==> src/rtl/sort_pair_packer.sv <==
// ---------------------------------------------------------------------------
// sort_pair_packer
//
// Upstream feeder for the registered two-input sorter. Accepts a serial stream
// of WIDTH-bit words on a valid/ready handshake, pairs consecutive words and
// presents each pair on registered pair_a/pair_b outputs with its own
// valid/ready handshake. A wrapping counter reports how many pairs have been
// handed downstream since reset.
//
// Parameters
//   WIDTH  bit width of each data word (matches the sorter operand width)
//   PAD    value used for the missing second word of an odd pair; the maximum
//          value by default so the lone word always sorts to the low output
//   CNT_W  width of pair_count
//
// Ports
//   clk         rising-edge clock
//   rst         asynchronous, active-high reset
//   in_data     stream word
//   in_valid    in_data valid
//   in_last     (only with SORT_PAIR_PACKER_FLUSH_EN) final word of a burst
//   in_ready    block can accept in_data this cycle
//   pair_a      first word of the pair (earlier in the stream)
//   pair_b      second word of the pair
//   pair_valid  pair_a/pair_b valid
//   pair_ready  downstream accepts the pair this cycle
//   pair_count  number of pairs handed off since reset (wraps)
//
// Configuration
//   SORT_PAIR_PACKER_FLUSH_EN  when defined, adds in_last; a last word that
//   would otherwise wait in the hold register is emitted immediately as
//   (word, PAD), so an odd-length burst never strands a word.
// ---------------------------------------------------------------------------
module sort_pair_packer #(
    parameter int               WIDTH = 4,
    parameter logic [WIDTH-1:0] PAD   = {WIDTH{1'b1}},
    parameter int               CNT_W = 16
) (
    input  logic             clk,
    input  logic             rst,
    input  logic [WIDTH-1:0] in_data,
    input  logic             in_valid,
`ifdef SORT_PAIR_PACKER_FLUSH_EN
    input  logic             in_last,
`endif
    output logic             in_ready,
    output logic [WIDTH-1:0] pair_a,
    output logic [WIDTH-1:0] pair_b,
    output logic             pair_valid,
    input  logic             pair_ready,
    output logic [CNT_W-1:0] pair_count
);

    // State is the pair {hold_valid, pair_valid}; bit 0 drives pair_valid
    // directly so the output valid is always a flop.
    typedef enum logic [1:0] {
        EMPTY     = 2'b00,
        PAIR      = 2'b01,
        HALF      = 2'b10,
        HALF_PAIR = 2'b11
    } state_t;

    state_t           state;
    state_t           state_next;
    logic [WIDTH-1:0] hold;
    logic [WIDTH-1:0] hold_next;
    logic [WIDTH-1:0] pair_a_next;
    logic [WIDTH-1:0] pair_b_next;
    logic [CNT_W-1:0] count;
    logic             in_fire;
    logic             out_fire;
    logic             last_word;

`ifdef SORT_PAIR_PACKER_FLUSH_EN
    assign last_word = in_last;
`else
    assign last_word = 1'b0;
`endif

    assign pair_valid = state[0];
    assign pair_count = count;

    // Ready depends only on registered state and the downstream ready, never
    // on in_valid, so no combinational loop can form through the upstream.
    // While rst is high state is EMPTY, which makes in_ready read 1.
    assign in_ready = !pair_valid || pair_ready;
    assign in_fire  = in_valid && in_ready;
    assign out_fire = pair_valid && pair_ready;

    // Next-state and datapath load selection.
    always_comb begin
        state_next  = state;
        hold_next   = hold;
        pair_a_next = pair_a;
        pair_b_next = pair_b;

        case (state)
            EMPTY: begin
                if (in_fire) begin
                    if (last_word) begin
                        // Lone final word: emit it padded instead of holding.
                        pair_a_next = in_data;
                        pair_b_next = PAD;
                        state_next  = PAIR;
                    end else begin
                        hold_next  = in_data;
                        state_next = HALF;
                    end
                end
            end

            HALF: begin
                // in_last here simply completes a normal pair.
                if (in_fire) begin
                    pair_a_next = hold;
                    pair_b_next = in_data;
                    state_next  = PAIR;
                end
            end

            PAIR: begin
                // in_ready equals pair_ready here, so in_fire implies out_fire.
                if (out_fire) begin
                    if (in_fire) begin
                        if (last_word) begin
                            pair_a_next = in_data;
                            pair_b_next = PAD;
                            state_next  = PAIR;
                        end else begin
                            hold_next  = in_data;
                            state_next = HALF;
                        end
                    end else begin
                        state_next = EMPTY;
                    end
                end
            end

            HALF_PAIR: begin
                // Not reachable from the transitions above; kept fully
                // defined so a disturbed state still drains correctly.
                if (out_fire) begin
                    if (in_fire) begin
                        pair_a_next = hold;
                        pair_b_next = in_data;
                        state_next  = PAIR;
                    end else begin
                        state_next = HALF;
                    end
                end
            end

            default: begin
                state_next = EMPTY;
            end
        endcase
    end

    // Registered state, hold word and presented pair.
    always_ff @(posedge clk or posedge rst) begin
        if (rst) begin
            state  <= EMPTY;
            hold   <= '0;
            pair_a <= '0;
            pair_b <= '0;
        end else begin
            state  <= state_next;
            hold   <= hold_next;
            pair_a <= pair_a_next;
            pair_b <= pair_b_next;
        end
    end

    // Handoff counter, wraps naturally at 2^CNT_W.
    always_ff @(posedge clk or posedge rst) begin
        if (rst) begin
            count <= '0;
        end else if (out_fire) begin
            count <= count + CNT_W'(1);
        end
    end

endmodule

==> config.mk <==
export PLATFORM = sky130hd
export DESIGN_NAME = sort_pair_packer
export DESIGN_NICKNAME = d
export VERILOG_FILES = /design/src/rtl/sort_pair_packer.sv
export SDC_FILE = /design/constraint.sdc
export NUM_CORES = 1
export LEC_CHECK = 0
export ABC_AREA = 1
export CAP_MARGIN = 20
export CELL_PAD_IN_SITES_DETAIL_PLACEMENT = 1
export CELL_PAD_IN_SITES_GLOBAL_PLACEMENT = 1
export CORE_UTILIZATION = 36
export DETAILED_ROUTE_END_ITERATION = 8
export PLACE_DENSITY = 0.87
export SLEW_MARGIN = 20
export SYNTH_ARGS = -nofsm -noshare
export SYNTH_HDL_FRONTEND = slang
export SYNTH_SLANG_ARGS = --single-unit
==> constraint.sdc <==
create_clock -name clk -period 1.43 [get_ports clk]
set_input_delay 0.3575 -clock clk [delete_from_list [all_inputs] [get_ports clk]]
set_output_delay 0.3575 -clock clk [all_outputs]
set_load 0.1 [all_outputs]
; ---- Word-level counts from Yosys, hierarchy flattened
; Cells that the tools add are included.
[totals]
regBits = 30
output_inout_bits = 26
inputBits = 8
[op_classes]
eq_ne = 7
n_bitwise = 1
mux = 16
addsub = 1
n_reduce_logical = 10
[op_table]
columns = operator, count
row1 = $mux W4, 6
row2 = $pmux W4 S2, 3
row3 = $add A16 B1 Y16 const B, 1
row4 = $mux W2, 6
row5 = $ne A2 B2 Y1 const B, 4
row6 = $pmux W2 S4, 1
row7 = $eq A2 B2 Y1 const B, 2
row8 = $reduce_and A2 Y1, 2
row9 = $reduce_and A4 Y1, 1
row10 = $eq A2 B1 Y1 const B, 1
row11 = $logic_and A1 B1 Y1, 2
row12 = $logic_not A2 Y1, 1
row13 = $reduce_bool A2 Y1, 1
row14 = $reduce_or A2 Y1, 1
row15 = $logic_not A1 Y1, 1
row16 = $logic_or A1 B1 Y1, 1
row17 = $not A1 Y1, 1

; ---- Depth between registers and ports, before layout
; Gate-level depths: netlist of run 1.
[logic_depth]
ltp_word = 6
depth_mapped = 8

; ---- Worst setup path after synthesis of run 1
; OpenSTA, ideal clock, no wires.
[synth_timing]
path_kind = reg2out
from = register state[0]
to = output in_ready
n_path_buf = 0
stages_incl_launch_ff = 2
arrival_time_ns = 1.861
slack_ns = -0.789
cell_sequence = dfrtp_1 -> nand2_1
[synth_between]
elab_chain_len = 2
[synth_lines]
columns = element, line_no
row1 = "start, declared", 63  ; state_t state;
row2 = "start signal, assigned", 167  ; state <= state_next;
row3 = $logic_not A1 Y1, 86  ; assign in_ready = !pair_valid || pair_ready;
row4 = $logic_or A1 B1 Y1, 86
row5 = "end, declared", 46  ; output logic in_ready,
; Every way passes these cells.

; ---- Worst setup path in the final report of run 1
; Same ends and word-level chain as after synthesis.

==> summary.txt, run 1 <==
Timing
  – Clk_skew: 0.00405 ns
  – Final worst-path cycle share: slightly below 100%
  – Min Clock Period, post-route: ~1.4 ns
  – RSZ-0062 raised after global routing: yes
  – FMAX: between 700 and 800 MHz
  – Slew @ Worst Pin: 0.292 ns
  – Slew margin rel.: ~80%
  – Fin. max-slew vios: 0
  – Final Setup Violations: 0
  – Final hold violations: 0

Cells and area
  – Final net count: 220
  – Core Util, Final: a little over three fifths
  – Layout cells sized above 1: between 30% and 40%
  – N_diodes: 0
  – Area growth, synth to finish: 63.8%

GRT
  – First-pass GRT wire length: 7.01 mm
  – Initial antenna violation count: 0
  – Largest net degree at the start of global routing: 31
  – Number of global-route vias before repair: between 1000 and 1500
  – Global route overflow: 0
  – Total GRT Usage: 22.2%

Hold path
  – Worst hold path type: in -> async

Clocking
  – Clock Pin Slew Worst Setup and Hold Paths: 0.07 ns
  – Post-CTS Hold Buffers: 0
  – Root Buffer: clkbuf_8
  – Clock sink total: 30
  – H-Tree Level Count: 2
  – CTS tree: done
  – CTS max path bufs: 2
  – CTS Buf Count: 5
  – Clk Latency, worst-skew pair: ~0.28 ns

Pwr
  – Total power: 5320 µW
  – Power Dens Cells: approximately 2300 nW/µm²
  – Maximum vdd drop: 0.00164 V
  – Lkg Pwr: 0.00113 µW

Worst setup path
  – Data arrival, critical path: 1.06 ns
  – Worst Setup Path Type: reg -> out
  – Critical Path Start Type: flip-flop
  – Critical Path Slowest Stage Cell: dfrtp_4
  – Slowest stage delay, CP: between 0.5 and 0.6 ns
  – Critical path peak fanout: 4
  – Reg2Reg Capture Point: pair_count[10]
  – Register-to-register setup slack: approximately 0.10 ns
  – Reg-to-Reg Start: state[0]
  – Element type at the critical path end: output pin
  – FF-to-FF path depth: 8
  – CP Cell Sequence: nand2_4, buf_12
  – CP required: roughly 1.1 ns

Run
  – Max_cap viols: 0

Route
  – Post-DR wirelength/cell: 16.0 µm
  – DRC errors left: 0
  – Drt first-iter violations: 57
  – Via-to-Cell Ratio: around 5
  – Routed Antenna Nets: 0
  – Routed WL: 4.15 mm
  – Initial DRT Pass Iterations: 4
  – Via count: between 1000 and 1500

Placed design
  – GPL Wtd Cong: 0.809
  – IO buf count: 33
  – Dpl hpwl: approximately 3.1 mm

Logic synthesis
  – Sequential cell area fraction in the yosys report: 52.0%
  – Mean Syn Cell Area: about 9 µm²
  – YS warnings: 0
  – Post-Syn Area: around 1400 µm²
  – Synth unique cells: 21
  – Cells after Synth: roughly 160
  – EDFF count, synth: 0
  – Ys flop type: dfrtp_1
  – Post-synthesis register bit count: 30
  – Asr flop ratio synth: 100%
  – Syn_nets: between 150 and 200

Floorplanning
  – Core area: roughly 3700 µm²
  – Die Y: about 65 µm
  – Die ar.: 4260 µm²
  – Initial Util: ~39%
  – Die W: 65.3 µm
  – # IOs: 34
  – FP Rows: 22

Status
  – Status: complete, no violations
[layer usage]
metal / vias to the layer above / part of all wire (%) / wire, µm / global-route usage (%)
met1: 638 / 37 / 1530 / 23.0
met3: 8 / 3.2 / 132 / 5.38
met5: - / 0 / 0 / 0
li1: 600 / - / - / -
met4: 0 / 1.3 / 53 / 5.98
met2: 30 / 59 / 2430 / 43.4
[cells by family (layout without fill, tap and decap cells)]
| group | count (synthesis) | after routing | share of synthesized area [%] |
|---|---|---|---|
| AOI/OAI and AO/OA | 12 | 12 | 6.33 |
| xor gates and xnor gates | 9 | 9 | 5.46 |
| adders and majority gates | 1 | 1 | 0.867 |
| buffers and inverters | 24 | 72 | 6.76 |
| DFF | 30 | 30 | 52.0 |
| and+or+nand+nor | 88 | 88 | 28.5 |
[layout make-up]
cell class / count / area, µm²
Tap cell: 48 / 60.1
Fill cell: 406 / 1380
Multi-Input combinational cell: 110 / 619
Clock buffer: 6 / 82.6
Sequential cell: 30 / 793
Timing Repair Buffer: 41 / 662
Inverter: 23 / 86.3
Clock inverter: 2 / 60.1
[synth_stat cells, types with 3 or more instances]
cell type / number / share of area, %
dfrtp_1: 30 / 52
inv_1: 22 / 5.7
nand2_1: 54 / 14
nand4_1: 4 / 1.7
nand3_1: 9 / 3.1
xor2_1: 6 / 3.6
o21ai_0: 5 / 1.7
nand3b_1: 3 / 1.6
nor2_4: 4 / 3.1
nand2_2: 4 / 1.7
xnor2_1: 3 / 1.8
nor2_1: 8 / 2.1
o21ai_2: 4 / 2.4
[where the power goes]
part           total, µW  switching [µW]  internal [µW]
registers           1490             345           1140
clock network       1090             344            743
logic               2750            1780            965
[metrics by stage]
stage	setup slack [ns]	cells	area (µm²)	setup TNS, ns	hold WS [ns]
detailed placement	-0.381	250	2200	-6.53	0.492
CTS	0.00156	260	2360	0	0.454
finish	0.0136	260	2360	0	0.439
global route	-0.0237	260	2360	-0.0237	0.451
floorplan	0.00162	164	1510	0	0.448
global placement	-0.270	250	2200	-4.52	0.468
[critical path, delay by kind of cell, from the launching register on]
family        cells  cell delay, ns
simple gates      1            0.09
flops             1            0.52
buf+inv           1            0.17
[sequential cells by signal, indices dropped and copies added, names as in the netlist]
| name | flops |
|---|---|
| hold | 4 |
| pair_a | 4 |
| pair_b | 4 |
| state | 2 |
| pair_count | 16 |
[cell usage in the layout (no fill, tap or decap)]
| cell type | instances |
|---|---|
| clkdlybuf4s50_1 | 6 |
| xor2_1 | 6 |
| dfrtp_4 | 9 |
| dfrtp_1 | 14 |
| nand2_4 | 2 |
| nand2_2 | 4 |
| ha_4 | 1 |
| nand2_1 | 53 |
| o21bai_1 | 1 |
| inv_2 | 2 |
| xnor2_1 | 3 |
| bufinv_16 | 2 |
| nor2_1 | 6 |
| a21boi_4 | 1 |
| nor2_2 | 2 |
| o21ai_0 | 4 |
| buf_4 | 7 |
| nor3_1 | 1 |
| dlygate4sd2_1 | 1 |
| nand3b_1 | 3 |
| nor2_4 | 4 |
| clkbuf_8 | 6 |
| buf_12 | 27 |
| o21ai_1 | 2 |
| inv_1 | 21 |
| nand3_1 | 9 |
| o21ai_2 | 4 |
| nand4_1 | 4 |
| dfrtp_2 | 7 |
[worst max path at each step]
stage | startpoint | endpoint | slack, ns | cells past startpoint
floorplan | pair_count[1] | pair_count[12] | 0.002 | 6
global placement | pair_ready | pair_b[1] | -0.27 | 6
detailed placement | pair_ready | pair_b[1] | -0.38 | 6
CTS | state[0] | in_ready | 0.002 | 2
global route | state[0] | in_ready | -0.02 | 2
finish | state[0] | in_ready | 0.01 | 2
[what timing repair did]
| item | in CTS | in global routing |
|---|---|---|
| endpoints found under the setup margin | 11 | 5 |
| pin swaps | 1 | 0 |
| endpoints found under the hold margin | 0 | 0 |
| gates resized for setup | 2 | 3 |
| setup buffers | 2 | 0 |
Note: power is estimated with default switching activity, not from simulation.
==> inputs of run 2 (changes only) <==
--- a/config.mk
+++ b/config.mk
@@ -7,11 +7,10 @@
 export LEC_CHECK = 0
 export ABC_AREA = 1
 export CAP_MARGIN = 20
-export CELL_PAD_IN_SITES_DETAIL_PLACEMENT = 1
-export CELL_PAD_IN_SITES_GLOBAL_PLACEMENT = 1
-export CORE_UTILIZATION = 36
+export CORE_UTILIZATION = 49
+export CTS_CLUSTER_DIAMETER = 150
 export DETAILED_ROUTE_END_ITERATION = 8
-export PLACE_DENSITY = 0.87
+export PLACE_DENSITY = 0.88
 export SLEW_MARGIN = 20
 export SYNTH_ARGS = -nofsm -noshare
 export SYNTH_HDL_FRONTEND = slang
==> summary.txt, run 2 (synthesized netlist as in run 1, its figures left out) <==
Clocking
  – CTS tree: done (unchanged)
  – Clk Latency, worst-skew pair: 0.35 ns (was 0.28 ns)
  – CTS Buf Count: 5 (unchanged)
  – Clock Pin Slew Worst Setup and Hold Paths: 0.11 ns (was 0.07 ns)
  – H-Tree Level Count: 2 (unchanged)
  – Post-CTS Hold Buffers: 0 (unchanged)
  – Clock sink total: 30 (unchanged)
  – CTS max path bufs: 2 (unchanged)
  – Root Buffer: clkbuf_4 (was clkbuf_8)

Pwr
  – Total power: 4780 µW (was 5320 µW)
  – Lkg Pwr: 0.00110 µW (was 0.00113 µW)
  – Maximum vdd drop: 0.00236 V (was 0.00164 V)
  – Power Dens Cells: 2100 nW/µm² (was 2250 nW/µm²)

Cells and area
  – N_diodes: 0 (unchanged)
  – Core Util, Final: 81.7% (was 63.1%)
  – Post-route cell area: 2270 µm² (was 2360 µm²)
  – Area growth, synth to finish: 57.6% (was 63.8%)
  – Layout cells sized above 1: 36.6% (was 36.8%)
  – Footprint of the multi-input gates: 622 µm² (was 619 µm²)
  – Max reg flops: 16 (unchanged)
  – Most frequent cells in the layout: nand2_1 (53), buf_12 (27), inv_1 (21) (unchanged)
  – Final net count: 221 (was 220)
  – # fillers: 174 (was 406)
  – Seq. cell area: 793 µm² (unchanged)
  – Commonest non-fill, non-tap cell in the layout: nand2_1 (unchanged)
  – Cell Count, Final, Fillers Out: 244 (was 260)

Timing
  – Slew margin rel.: 82.9% (was 80.4%)
  – RSZ-0062 raised after global routing: yes (unchanged)
  – Post-route setup slack: -0.0449 ns (was 0.0136 ns)
  – Slew @ Worst Pin: 0.257 ns (was 0.292 ns)
  – Final Setup Violations: 1 (was 0)
  – Clk_skew: 0.0124 ns (was 0.00405 ns)
  – FMAX: 678 MHz (was 706 MHz)
  – Final worst-path cycle share: 103% (was 99.0%)
  – Fin. max-slew vios: 0 (unchanged)
  – Min Clock Period, post-route: 1.47 ns (was 1.42 ns)
  – Final hold violations: 0 (unchanged)
  – Sum of negative setup slack: -0.0449 ns (was 0 ns)

Floorplanning
  – Initial Util: 51.9% (was 38.5%)
  – Die Y: 56.3 µm (was 65.3 µm)
  – # IOs: 34 (unchanged)
  – FP Rows: 19 (was 22)
  – Core area: 2780 µm² (was 3740 µm²)
  – Die W: 56.3 µm (was 65.3 µm)
  – Die ar.: 3170 µm² (was 4260 µm²)

Placed design
  – Dpl hpwl: 2.57 mm (was 3.09 mm)
  – Placed Cells: 233 (was 250)
  – Placed Area: 2180 µm² (was 2200 µm²)
  – IO buf count: 33 (unchanged)
  – GPL Wtd Cong: 0.843 (was 0.809)

Worst setup path
  – Critical path peak fanout: 4 (unchanged)
  – Data arrival, critical path: 1.12 ns (was 1.06 ns)
  – Worst Setup Path Type: reg -> out (unchanged)
  – CP required: 1.07 ns (about the same)
  – Element type at the critical path end: output pin (unchanged)
  – Critical Path Start Type: flip-flop (unchanged)

GRT
  – Largest net degree at the start of global routing: 31 (unchanged)
  – Total GRT Usage: 24.3% (was 22.2%)
  – Global route overflow: 0 (unchanged)
  – Initial antenna violation count: 0 (unchanged)
  – Number of global-route vias before repair: 1327 (was 1465)
  – First-pass GRT wire length: 5.73 mm (was 7.01 mm)

Route
  – Routed Antenna Nets: 0 (unchanged)
  – Via count: 1243 (was 1276)
  – Post-DR wirelength/cell: 14.1 µm (was 16.0 µm)
  – Drt first-iter violations: 33 (was 57)
  – DRC errors left: 0 (unchanged)
  – Initial DRT Pass Iterations: 4 (unchanged)
  – Routed WL: 3.45 mm (was 4.15 mm)
  – Via-to-Cell Ratio: 5.09 (was 4.91)

Status
  – Status: finished, violations left (was complete, no violations)
  – Failing checks: negative setup slack

Run
  – Max_cap viols: 0 (unchanged)

Hold path
  – Worst hold path type: in -> async (unchanged)
-- run 2: where the power goes --
part | switching, µW | internal (µW)
registers | 338 | 1140
clock network | 320 | 236
logic | 1780 | 969
total | 2430 | 2340
-- run 2: worst paths after layout --
check                          from             end  slack, ns  cells after the start
hold reg to reg             hold[3]         hold[3]       0.52                      2
setup / recovery           state[0]        in_ready      -0.04                      2
setup reg to reg           state[0]        state[1]       0.07                      5
hold / removal                  rst  pair_count[13]       0.37                      3
min in group clk            hold[3]         hold[3]       0.52                      2
max in group asynchronous       rst   pair_count[2]       0.86                      3
-- run 2: timing repair --
item / 4_1_cts / 5_1_grt
pin swaps: 1 / 0
resized for setup: 3 / 1
buffers inserted: 2 / 1
endpoints found under the setup margin: 2 / 5
-- run 2: layout make-up --
class | count | share of cell area, %
Inverter | 23 | 3.80
Timing Repair Buffer | 42 | 29.4
Multi-Input combinational cell | 110 | 27.4
Sequential cell | 30 | 34.9
Clock buffer | 6 | 2.26
Tap cell | 31 | 1.71
Clock inverter | 2 | 0.550
-- run 2: metrics by stage --
step | hold WS (ns) | setup slack, ns
3_5_place_dp | 0.499 | -0.272
2_1_floorplan | 0.448 | 0.00162
6_report | 0.372 | -0.0449
5_1_grt | 0.402 | -0.0750
3_3_place_gp | 0.467 | -0.202
4_1_cts | 0.381 | -0.0610
-- run 2: routing by layer --
metal | up-vias | global-route usage (%) | share of wire (%)
met5 | - | 0 | 0
met4 | 0 | 11.1 | 2.8
met3 | 11 | 8.29 | 5.0
met2 | 36 | 44.7 | 56
met1 | 594 | 24.5 | 36
li1 | 602 | - | -
-- run 2: critical path, stage by stage, from the launching register on --
cell and delay [ns]:
dfrtp_4 0.52, nand2_4 0.09, buf_12 0.17
==> inputs of run 3 (changes only) <==
--- a/config.mk
+++ b/config.mk
@@ -7,10 +7,13 @@
 export LEC_CHECK = 0
 export ABC_AREA = 1
 export CAP_MARGIN = 20
-export CORE_UTILIZATION = 49
+export CELL_PAD_IN_SITES_DETAIL_PLACEMENT = 0
+export CELL_PAD_IN_SITES_GLOBAL_PLACEMENT = 1
+export CORE_MARGIN = 2
+export CORE_UTILIZATION = 36
 export CTS_CLUSTER_DIAMETER = 150
 export DETAILED_ROUTE_END_ITERATION = 8
-export PLACE_DENSITY = 0.88
+export PLACE_DENSITY = 0.87
 export SLEW_MARGIN = 20
 export SYNTH_ARGS = -nofsm -noshare
 export SYNTH_HDL_FRONTEND = slang
==> summary.txt, run 3 (synthesized netlist as in run 1, its figures left out) <==
Pwr
  – Switching Share: 48.7% (was 50.9%)
  – Clk network pwr share: 14.6% (was 11.6%)
  – NetSw: 2370 µW (was 2430 µW)
  – P_int: 2500 µW (was 2340 µW)
  – Power Dens Cells: 2090 nW/µm² (was 2100 nW/µm²)
  – Maximum vdd drop: 0.00131 V (was 0.00236 V)
  – Lkg Pwr: 0.00111 µW (was 0.00110 µW)
  – Seq pwr share: 30.0% (was 30.9%)
  – Combinational Power Share: 55.4% (was 57.4%)

Cells and area
  – Max reg flops: 16 (unchanged)
  – Core Util, Final: 59.5% (was 81.7%)
  – Most frequent cells in the layout: nand2_1 (53), buf_12 (27), inv_1 (21) (unchanged)
  – Area growth, synth to finish: 61.3% (was 57.6%)
  – Commonest non-fill, non-tap cell in the layout: nand2_1 (unchanged)
  – Cell Count, Final, Fillers Out: 264 (was 244)
  – Post-route cell area: 2330 µm² (was 2270 µm²)
  – N_diodes: 0 (unchanged)
  – Layout cells sized above 1: 36.4% (was 36.6%)
  – Final net count: 222 (was 221)

Clocking
  – Root Buffer: clkbuf_8 (was clkbuf_4)
  – CTS Buf Count: 5 (unchanged)
  – Clock sink total: 30 (unchanged)
  – Post-CTS Hold Buffers: 0 (unchanged)
  – H-Tree Level Count: 2 (unchanged)
  – CTS max path bufs: 2 (unchanged)
  – Clk Latency, worst-skew pair: 0.29 ns (was 0.35 ns)
  – CTS tree: done (unchanged)
  – Clock Pin Slew Worst Setup and Hold Paths: 0.06 ns (was 0.11 ns)

GRT
  – Total GRT Usage: 16.1% (was 24.3%)
  – Largest net degree at the start of global routing: 31 (unchanged)
  – Number of global-route vias before repair: 1203 (was 1327)
  – Initial antenna violation count: 0 (unchanged)
  – First-pass GRT wire length: 5.19 mm (was 5.73 mm)
  – Global route overflow: 0 (unchanged)

Timing
  – Sum of negative setup slack: 0 ns (was -0.0449 ns)
  – FMAX: 708 MHz (was 678 MHz)
  – Fin. max-slew vios: 0 (unchanged)
  – Clk_skew: 0.00427 ns (was 0.0124 ns)
  – Post-route setup slack: 0.0185 ns (was -0.0449 ns)
  – Final worst-path cycle share: 98.7% (was 103%)
  – Final hold violations: 0 (unchanged)
  – Slew margin rel.: 80.9% (was 82.9%)
  – RSZ-0062 raised after global routing: yes (unchanged)
  – Slew @ Worst Pin: 0.286 ns (was 0.257 ns)
  – Min Clock Period, post-route: 1.41 ns (was 1.47 ns)
  – Final Setup Violations: 0 (was 1)

Floorplanning
  – Core area: 3910 µm² (was 2780 µm²)
  – Initial Util: 36.9% (was 51.9%)
  – Die Y: 67.3 µm (was 56.3 µm)
  – Die ar.: 4530 µm² (was 3170 µm²)
  – # IOs: 34 (unchanged)
  – FP Rows: 23 (was 19)
  – Die W: 67.3 µm (was 56.3 µm)

Worst setup path
  – Critical Path Start Type: flip-flop (unchanged)
  – Critical path peak fanout: 4 (unchanged)
  – CP Cell Sequence: nand2_4, buf_12 (unchanged)
  – Data arrival, critical path: 1.05 ns (was 1.12 ns)
  – FF-to-FF path depth: 5 (unchanged)
  – Largest delay share family, worst path: flip-flops (unchanged)
  – CP required: 1.07 ns (about the same)
  – Critical path depth in cells: 2 (unchanged)
  – Worst Setup Path Type: reg -> out (unchanged)
  – Critical Path Slowest Stage Cell: dfrtp_4 (unchanged)
  – Slowest stage delay, CP: 0.51 ns (was 0.52 ns)
  – Element type at the critical path end: output pin (unchanged)
  – Crit path buf inv count: 1 (unchanged)

Placed design
  – Placed Cells: 253 (was 233)
  – GPL Wtd Cong: 0.804 (was 0.843)
  – IO buf count: 33 (unchanged)
  – Dpl hpwl: 2.24 mm (was 2.57 mm)
  – Placed Area: 2210 µm² (was 2180 µm²)
  – Pre-CTS setup slack: -0.241 ns (was -0.272 ns)

Route
  – Via-to-Cell Ratio: 4.46 (was 5.09)
  – Routed WL: 2.96 mm (was 3.45 mm)
  – Met2 WL: 1.50 mm (was 1.92 mm)
  – Routed Antenna Nets: 0 (unchanged)
  – Initial DRT Pass Iterations: 4 (unchanged)
  – Drt first-iter violations: 53 (was 33)
  – DRC errors left: 0 (unchanged)
  – Post-DR wirelength/cell: 11.2 µm (was 14.1 µm)
  – Routed wl met3: 197 µm (was 172 µm)
  – Via count: 1178 (was 1243)
  – Met1 Wirelength: 1.20 mm (was 1.26 mm)
  – Max Used Layer: met4 (unchanged)

Hold path
  – Worst hold path type: in -> async (unchanged)

Run
  – Max_cap viols: 0 (unchanged)

Status
  – Status: complete, no violations (was finished, violations left)
==> run 3: path summary, 6_finish.rpt <==
| check | start | endpoint | slack (ns) |
|---|---|---|---|
| max | state[0] | in_ready | 0.02 |
| min | rst | pair_b[0] | 0.40 |
| max reg2reg | state[0] | pair_b[2] | 0.09 |
| min reg2reg | hold[3] | hold[3] | 0.49 |
| max in group asynchronous | rst | pair_count[2] | 0.84 |
| min in group clk | hold[3] | hold[3] | 0.49 |
==> run 3: area by class of cell <==
cell class                 instances  area [µm²]
tap                               50        62.6
multi-input combinational        110         617
timing repair buffer              43         677
inverter                          23        86.3
clock buffer                       7        86.3
sequential                        30         793
fill                             337        1590
clock inverter                     1        5.00
==> run 3: timing repair <==
item | 4_1_cts | 5_1_grt
gates resized for setup | 2 | 1
setup endpoints to repair | 1 | 3
buffers inserted | 3 | 0
pin swaps | 1 | 0
==> run 3: stage by stage <==
step | hold WS [ns] | power [µW]
6_report | 0.404 | 4870
5_1_grt | 0.451 | 5100
4_1_cts | 0.405 | 4930
3_5_place_dp | 0.477 | 4150
3_3_place_gp | 0.469 | 4140
2_1_floorplan | 0.448 | 3120
==> run 3: power groups by stage <==
stage	Clock, µW	Sequential, µW	Combinational (µW)
2_1_floorplan	0	2630	498
3_3_place_gp	0	1490	2640
3_5_place_dp	0	1490	2670
4_1_cts	738	1470	2720
5_1_grt	774	1510	2820
6_report	709	1460	2700
==> run 3: worst min-delay path: cells and delay by family <==
family,cells,cell delay [ns]
buffers and inverters,3,0.69
==> run 3: per-layer routing <==
layer  up-vias  global-route usage (%)
met5         -                       0
met4         0                    7.65
met3         6                    6.50
met2        37                    25.4
met1       528                    19.0
li1        607                       -
